### src/rtl/rsa_pkg.sv
// Shared FSM encodings, default example key and Montgomery op cost for the RSA codec.
// Latency: n/a (declarations only).
// Backpressure: n/a.
package rsa_pkg;

  typedef enum logic [2:0] {
    ST_IDLE,
    ST_LOAD,
    ST_TOMONT,
    ST_SQR,
    ST_MUL,
    ST_FROMMONT,
    ST_DONE
  } state_e;

  // Default example key (textbook p=61, q=53 pair).
  localparam int DEF_N_BIT   = 12;
  localparam int DEF_N       = 3233;
  localparam int DEF_EXP_BIT = 12;
  localparam int DEF_E       = 17;
  localparam int DEF_D       = 2753;
  localparam int DEF_RMODN   = 863;
  localparam int DEF_R2MODN  = 1179;

  // One Montgomery product: N_BIT bit steps, one subtract, one hand-off cycle.
  function automatic int mm_lat(input int n_bit);
    return n_bit + 2;
  endfunction

  localparam int MM_LAT = mm_lat(DEF_N_BIT);

endpackage

### src/rtl/rsa_codec_mont_mul.sv
// Bit-serial radix-2 Montgomery multiplier: z = x*y*2^-N_BIT mod N, fully reduced.
// Latency: start sampled -> done pulse after N_BIT+1 edges (N_BIT steps + subtract).
// Backpressure: none; start while busy is ignored, done is a one-cycle pulse.
module mont_mul #(
  parameter int N_BIT = 12,
  parameter int N     = 3233
) (
  input  logic             clk,
  input  logic             rst,
  input  logic             start,
  input  logic [N_BIT-1:0] x,
  input  logic [N_BIT-1:0] y,
  output logic             done,
  output logic [N_BIT-1:0] z
);

  // Two guard bits: acc < 2N always, intermediate sum < 4N.
  localparam int AW = N_BIT + 2;
  localparam int CW = $clog2(N_BIT + 1);
  localparam logic [AW-1:0] N_W = AW'(N);

  logic [AW-1:0]    acc_q, acc_d;
  logic [N_BIT-1:0] xr_q, xr_d;
  logic [N_BIT-1:0] yr_q, yr_d;
  logic [CW-1:0]    cnt_q, cnt_d;
  logic             busy_q, busy_d;
  logic             done_q, done_d;
  logic [N_BIT-1:0] z_q, z_d;

  // acc = (acc + ybit*x + q*N) / 2 with q chosen to make the sum even.
  function automatic logic [AW-1:0] mm_step(input logic [AW-1:0] acc,
                                            input logic [N_BIT-1:0] xv,
                                            input logic yb);
    logic [AW-1:0] t;
    t = acc + (yb ? {2'b00, xv} : {AW{1'b0}});
    if (t[0]) t = t + N_W;
    return t >> 1;
  endfunction

  // First bit step happens on the start edge so one op fits MM_LAT cycles.
  always_comb begin
    acc_d  = acc_q;
    xr_d   = xr_q;
    yr_d   = yr_q;
    cnt_d  = cnt_q;
    busy_d = busy_q;
    done_d = 1'b0;
    z_d    = z_q;
    if (!busy_q) begin
      if (start) begin
        acc_d  = mm_step({AW{1'b0}}, x, y[0]);
        xr_d   = x;
        yr_d   = y >> 1;
        cnt_d  = CW'(1);
        busy_d = 1'b1;
      end
    end else if (cnt_q < CW'(N_BIT)) begin
      acc_d = mm_step(acc_q, xr_q, yr_q[0]);
      yr_d  = yr_q >> 1;
      cnt_d = cnt_q + 1'b1;
    end else begin
      z_d    = (acc_q >= N_W) ? N_BIT'(acc_q - N_W) : N_BIT'(acc_q);
      done_d = 1'b1;
      busy_d = 1'b0;
    end
  end

  // State registers; reset abandons any product in progress.
  always_ff @(posedge clk or posedge rst) begin
    if (rst) begin
      acc_q  <= '0;
      xr_q   <= '0;
      yr_q   <= '0;
      cnt_q  <= '0;
      busy_q <= 1'b0;
      done_q <= 1'b0;
      z_q    <= '0;
    end else begin
      acc_q  <= acc_d;
      xr_q   <= xr_d;
      yr_q   <= yr_d;
      cnt_q  <= cnt_d;
      busy_q <= busy_d;
      done_q <= done_d;
      z_q    <= z_d;
    end
  end

  assign done = done_q;
  assign z    = z_q;

endmodule

### src/rtl/rsa_codec.sv
// RSA engine: data_out = data_in^(E or D) mod N via left-to-right Montgomery exponentiation.
// Latency: 1 + MM_LAT*(2 + EXP_BIT + popcount(exp)) cycles; 2 cycles for an out-of-range operand.
// Backpressure: result held in DONE until out_ready; no new accept until back in IDLE.
module rsa_codec
  import rsa_pkg::*;
#(
  parameter int N_BIT   = DEF_N_BIT,
  parameter int N       = DEF_N,
  parameter int EXP_BIT = DEF_EXP_BIT,
  parameter int E       = DEF_E,
  parameter int D       = DEF_D,
  parameter int RMODN   = DEF_RMODN,
  parameter int R2MODN  = DEF_R2MODN
) (
  input  logic             clk,
  input  logic             rst,
  input  logic             in_valid,
  output logic             in_ready,
  input  logic             mode,
  input  logic [N_BIT-1:0] data_in,
  output logic             out_valid,
  input  logic             out_ready,
  output logic [N_BIT-1:0] data_out,
  output logic             err,
  output logic             busy
);

  localparam int IW = (EXP_BIT > 1) ? $clog2(EXP_BIT) : 1;
  localparam logic [N_BIT-1:0] N_V  = N_BIT'(N);
  localparam logic [N_BIT-1:0] R1_V = N_BIT'(RMODN);
  localparam logic [N_BIT-1:0] R2_V = N_BIT'(R2MODN);
  localparam logic [N_BIT-1:0] ONE  = N_BIT'(1);

  state_e             state_q, state_d;
  logic [N_BIT-1:0]   a_q, a_d;
  logic               mode_q, mode_d;
  logic [N_BIT-1:0]   x_q, x_d;
  logic [N_BIT-1:0]   am_q, am_d;
  logic [EXP_BIT-1:0] exp_q, exp_d;
  logic [IW-1:0]      idx_q, idx_d;
  logic               mm_start_q, mm_start_d;
  logic               in_ready_q, in_ready_d;
  logic               out_valid_q, out_valid_d;
  logic [N_BIT-1:0]   data_out_q, data_out_d;
  logic               err_q, err_d;
  logic               busy_q, busy_d;

  logic [N_BIT-1:0]   mm_x, mm_y, mm_z;
  logic               mm_done;

  // Multiplier operands follow the current step; held stable for the whole op.
  always_comb begin
    mm_x = x_q;
    mm_y = x_q;
    case (state_q)
      ST_TOMONT:   begin mm_x = a_q; mm_y = R2_V; end
      ST_MUL:      mm_y = am_q;
      ST_FROMMONT: mm_y = ONE;
      default:     ;
    endcase
  end

  mont_mul #(.N_BIT(N_BIT), .N(N)) u_mm (
    .clk   (clk),
    .rst   (rst),
    .start (mm_start_q),
    .x     (mm_x),
    .y     (mm_y),
    .done  (mm_done),
    .z     (mm_z)
  );

  // Sequencer: each MM step issues start on entry and advances on done.
  always_comb begin
    state_d     = state_q;
    a_d         = a_q;
    mode_d      = mode_q;
    x_d         = x_q;
    am_d        = am_q;
    exp_d       = exp_q;
    idx_d       = idx_q;
    mm_start_d  = 1'b0;
    in_ready_d  = in_ready_q;
    out_valid_d = out_valid_q;
    data_out_d  = data_out_q;
    err_d       = err_q;
    busy_d      = busy_q;
    case (state_q)
      ST_IDLE: if (in_valid && in_ready_q) begin
        a_d        = data_in;
        mode_d     = mode;
        in_ready_d = 1'b0;
        busy_d     = 1'b1;
        state_d    = ST_LOAD;
      end
      ST_LOAD: begin
        x_d        = R1_V;
        exp_d      = mode_q ? EXP_BIT'(D) : EXP_BIT'(E);
        idx_d      = IW'(EXP_BIT - 1);
        // Out-of-range operands never start the multiplier.
        mm_start_d = (a_q < N_V);
        state_d    = ST_TOMONT;
      end
      ST_TOMONT: begin
        if (a_q >= N_V) begin
          data_out_d  = '0;
          err_d       = 1'b1;
          out_valid_d = 1'b1;
          state_d     = ST_DONE;
        end else if (mm_done) begin
          am_d       = mm_z;
          mm_start_d = 1'b1;
          state_d    = ST_SQR;
        end
      end
      ST_SQR: if (mm_done) begin
        x_d        = mm_z;
        mm_start_d = 1'b1;
        if (exp_q[idx_q]) begin
          state_d = ST_MUL;
        end else if (idx_q == '0) begin
          state_d = ST_FROMMONT;
        end else begin
          idx_d   = idx_q - 1'b1;
          state_d = ST_SQR;
        end
      end
      ST_MUL: if (mm_done) begin
        x_d        = mm_z;
        mm_start_d = 1'b1;
        if (idx_q == '0) begin
          state_d = ST_FROMMONT;
        end else begin
          idx_d   = idx_q - 1'b1;
          state_d = ST_SQR;
        end
      end
      ST_FROMMONT: if (mm_done) begin
        data_out_d  = mm_z;
        err_d       = 1'b0;
        out_valid_d = 1'b1;
        state_d     = ST_DONE;
      end
      ST_DONE: if (out_ready) begin
        out_valid_d = 1'b0;
        in_ready_d  = 1'b1;
        busy_d      = 1'b0;
        state_d     = ST_IDLE;
      end
      default: state_d = ST_IDLE;
    endcase
  end

  // Register all FSM state and outputs; reset aborts any operation.
  always_ff @(posedge clk or posedge rst) begin
    if (rst) begin
      state_q     <= ST_IDLE;
      a_q         <= '0;
      mode_q      <= 1'b0;
      x_q         <= '0;
      am_q        <= '0;
      exp_q       <= '0;
      idx_q       <= '0;
      mm_start_q  <= 1'b0;
      in_ready_q  <= 1'b1;
      out_valid_q <= 1'b0;
      data_out_q  <= '0;
      err_q       <= 1'b0;
      busy_q      <= 1'b0;
    end else begin
      state_q     <= state_d;
      a_q         <= a_d;
      mode_q      <= mode_d;
      x_q         <= x_d;
      am_q        <= am_d;
      exp_q       <= exp_d;
      idx_q       <= idx_d;
      mm_start_q  <= mm_start_d;
      in_ready_q  <= in_ready_d;
      out_valid_q <= out_valid_d;
      data_out_q  <= data_out_d;
      err_q       <= err_d;
      busy_q      <= busy_d;
    end
  end

  assign in_ready  = in_ready_q;
  assign out_valid = out_valid_q;
  assign data_out  = data_out_q;
  assign err       = err_q;
  assign busy      = busy_q;

endmodule
### config.mk
export PLATFORM = sky130hd
export DESIGN_NAME = rsa_codec
export DESIGN_NICKNAME = d
export VERILOG_FILES = /design/src/rtl/rsa_pkg.sv /design/src/rtl/rsa_codec_mont_mul.sv /design/src/rtl/rsa_codec.sv
export SDC_FILE = /design/constraint.sdc
export NUM_CORES = 1
export LEC_CHECK = 0
export CAP_MARGIN = 40
export CORE_UTILIZATION = 30
export DETAILED_ROUTE_END_ITERATION = 10
export DONT_BUFFER_PORTS = 1
export PLACE_DENSITY = 0.53
export SLEW_MARGIN = 0
export SYNTH_ARGS = -nofsm -noshare
export SYNTH_HDL_FRONTEND = slang
export SYNTH_SLANG_ARGS = --single-unit
### constraint.sdc
create_clock -name clk -period 10.3 [get_ports clk]
set_input_delay 3.09 -clock clk [delete_from_list [all_inputs] [get_ports clk]]
set_output_delay 3.09 -clock clk [all_outputs]
set_load 0.02 [all_outputs]
==> reports/results.ini <==
[outcome]
status=complete, no violations

[setup_path]
crit_type=reg -> out
arrival_ps=1030
reg2reg_from=state_q[1]
end_kind=primary output
worstSetupStartpointType=flop
cp_max_fo=4
worstSetupStartpoint=in_ready
cp.required_ps=7210

[clock_tree]
cts_setup_buffers=0
cts_resized=0
clk_path_buf_depth=2
numCtsBuffers=17
path_clk_slew_ps=60
clock_sinks=118
ctsHoldBuffers=0
cts_tree=done
insertion_delay_ps=420
clockRootBuffer=clkbuf_16
htree_num_levels=4

[timing]
fin_crit_sh=0.400
finClkSkew_ps=8.01
slew_headroom=0.471
achievable-frequency_mhz=243
period_needed_ps=4120
fin_tns_setup_ps=0
worst_slew_pin_slew_ps=791
rsz0062_at_grt=false
timing.final.ws_setup_ps=6180
finalMaxSlewViolations=0
hold_viol_final=0
setup_viol=0

[layout]
syn2layout_area_growth_pct=13.1
drive_gt1_frac=0.120
n_antenna_cell=0
fin_area_um2=7770
nets=775

[drt]
routed_wl_um=18500
ant_nets=0
dr.pass1.iters=5
drc=0
vias=5515
drt-vias-per-instance=5.34
drtIter0Drc=341
routedWlPerCell_um=17.9

[synth]
ys.flop_type=dfrtp_1
synth_cells=744
yosysSeqAreaShare=0.430
synth_top_family_by_area=compound AO/OA/AOI/OAI gates
synth_fa_ha_area_frac=0.0357
yosysWarnings=0
synth-simple-area-share=0.164
synth_seq_cells=118
synth_compound_area_frac=0.220
synth_edf_count=0
synth_mux_area_frac=0.0638
synth_xor_area_frac=0.0472
avgSynthCellArea_um2=9.23
synthArstFlopShare=1.00
synth_cell_types=69
netlist_area_um2=6870
synthesis.nets=780

[placed_design]
dp_hpwl_um=13500
place_ws_ps=5970
placed_area_um2=7170
routabilityCongestion=0.798
io_buffers=0

[global_routing]
overflow=0
grt_pass1_wl_um=30200
grt_use_total=0.166
grt_antenna_before_repair=0
grt_pass1_vias=5333
grt_max_degree=44

[floorplan]
ios=33
die_w_um=153
start_util=0.310
die_y_um=153
dieArea_um2=23500
num_rows=54
core_area_um2=22200

[hold_path]
min-delay-start=u_mm.yr_q[6]
worstHoldPathType=reg -> reg

[pwr]
p_leak_nw=3.32
ir_worst_vdd_mv=0.142
p_per_area_nw_per_um2=390

[run]
cap_violations=0

-- cells in the mapped netlist (9+ instances only) --
cell type | count | area (µm²)
xor2_1 | 12 | 105
mux2i_1 | 12 | 120
nand3_1 | 22 | 110
a22o_1 | 13 | 114
a21o_1 | 10 | 75.1
nor3_1 | 10 | 50.1
nor2_1 | 62 | 233
clkbuf_1 | 28 | 105
o21ai_0 | 52 | 260
a221oi_1 | 10 | 87.6
dfrtp_1 | 117 | 2930
mux2_2 | 27 | 304
nor2b_1 | 10 | 62.6
nand2_1 | 85 | 319
and2_1 | 17 | 106
a21oi_1 | 58 | 290
inv_1 | 25 | 93.8
a31oi_1 | 9 | 56.3
xnor2_1 | 25 | 219
ha_1 | 18 | 225
-- cell type report --
class	instances	area [µm²]
clock inverter	15	169
timing repair buffer	13	108
tap	280	350
fill	2277	14400
multi-input combinational	563	3660
clock buffer	17	425
sequential	118	2950
inverter	26	100
-- stage by stage --
step / hold slack [ps] / power, mW / cells / util
finish: 479 / 3.03 / 1032 / 0.350
global route: 490 / 3.28 / 1032 / 0.350
CTS: 480 / 3.04 / 1032 / 0.350
detailed placement: 467 / 2.42 / 1000 / 0.324
global placement: 460 / 2.41 / 995 / 0.322
floorplan: 429 / 2.03 / 744 / -
-- layout by cell type, fill, tap and decap left out, types with 11 or more instances in the layout --
cell type / Yosys / layout
dfrtp_1: 117 / 117
nand2_1: 85 / 85
nor2_1: 62 / 62
a21oi_1: 58 / 58
o21ai_0: 52 / 52
mux2_2: 27 / 27
xnor2_1: 25 / 25
inv_1: 25 / 24
nand3_1: 22 / 22
ha_1: 18 / 18
and2_1: 17 / 17
clkbuf_16: 0 / 17
a22o_1: 13 / 13
mux2i_1: 12 / 12
xor2_1: 12 / 12
buf_4: 1 / 11
-- kinds of logic (layout without fill, tap and decap cells) --
family,after synthesis,after routing
buffers and inverters,63,71
adders and majority gates,19,19
DFF,118,118
AOI/OAI and AO/OA,225,225
and+or+nand+nor,242,242
muxes,40,40
xor gates and xnor gates,37,37
-- tightest hold or removal path, stage by stage (launching register included) --
cell and delay [ps]:
dfrtp_1 340, nand2_1 40, o21ai_0 60
-- flip-flops by register name, indices dropped and copies added, names as in the netlist, 3 cells and up --
register,cells
a_q,12
am_q,12
data_out,12
exp_q,3
idx_q,4
state_q,3
u_mm.acc_q,13
u_mm.cnt_q,4
u_mm.xr_q,12
u_mm.yr_q,11
u_mm.z,12
x_q,12
-- routing by layer --
metal  track usage  wire length [µm]
met5             0                 0
met2         0.249              8130
met3        0.0374               752
met4        0.0524               322
met1         0.234              9260
-- worst paths after layout --
kind	end	slack, ps	cells after the start
max	in_ready	6180	0
min	u_mm.yr_q[6]	480	2
max reg2reg	u_mm.acc_q[11]	6730	11
min in group asynchronous	a_q[9]	2600	1
min reg2reg	u_mm.yr_q[6]	480	2
max in group asynchronous	u_mm.yr_q[7]	6490	3
-- where the power goes --
| group | switching [mW] | internal, mW | leakage (nW) | total, mW |
|---|---|---|---|---|
| logic | 0.874 | 0.620 | 1.56 | 1.49 |
| clock network | 0.239 | 0.362 | 0.290 | 0.600 |
| registers | 0.275 | 0.657 | 1.47 | 0.932 |
| total | 1.39 | 1.64 | 3.32 | 3.03 |
Note: power is estimated with default switching activity, not from simulation.
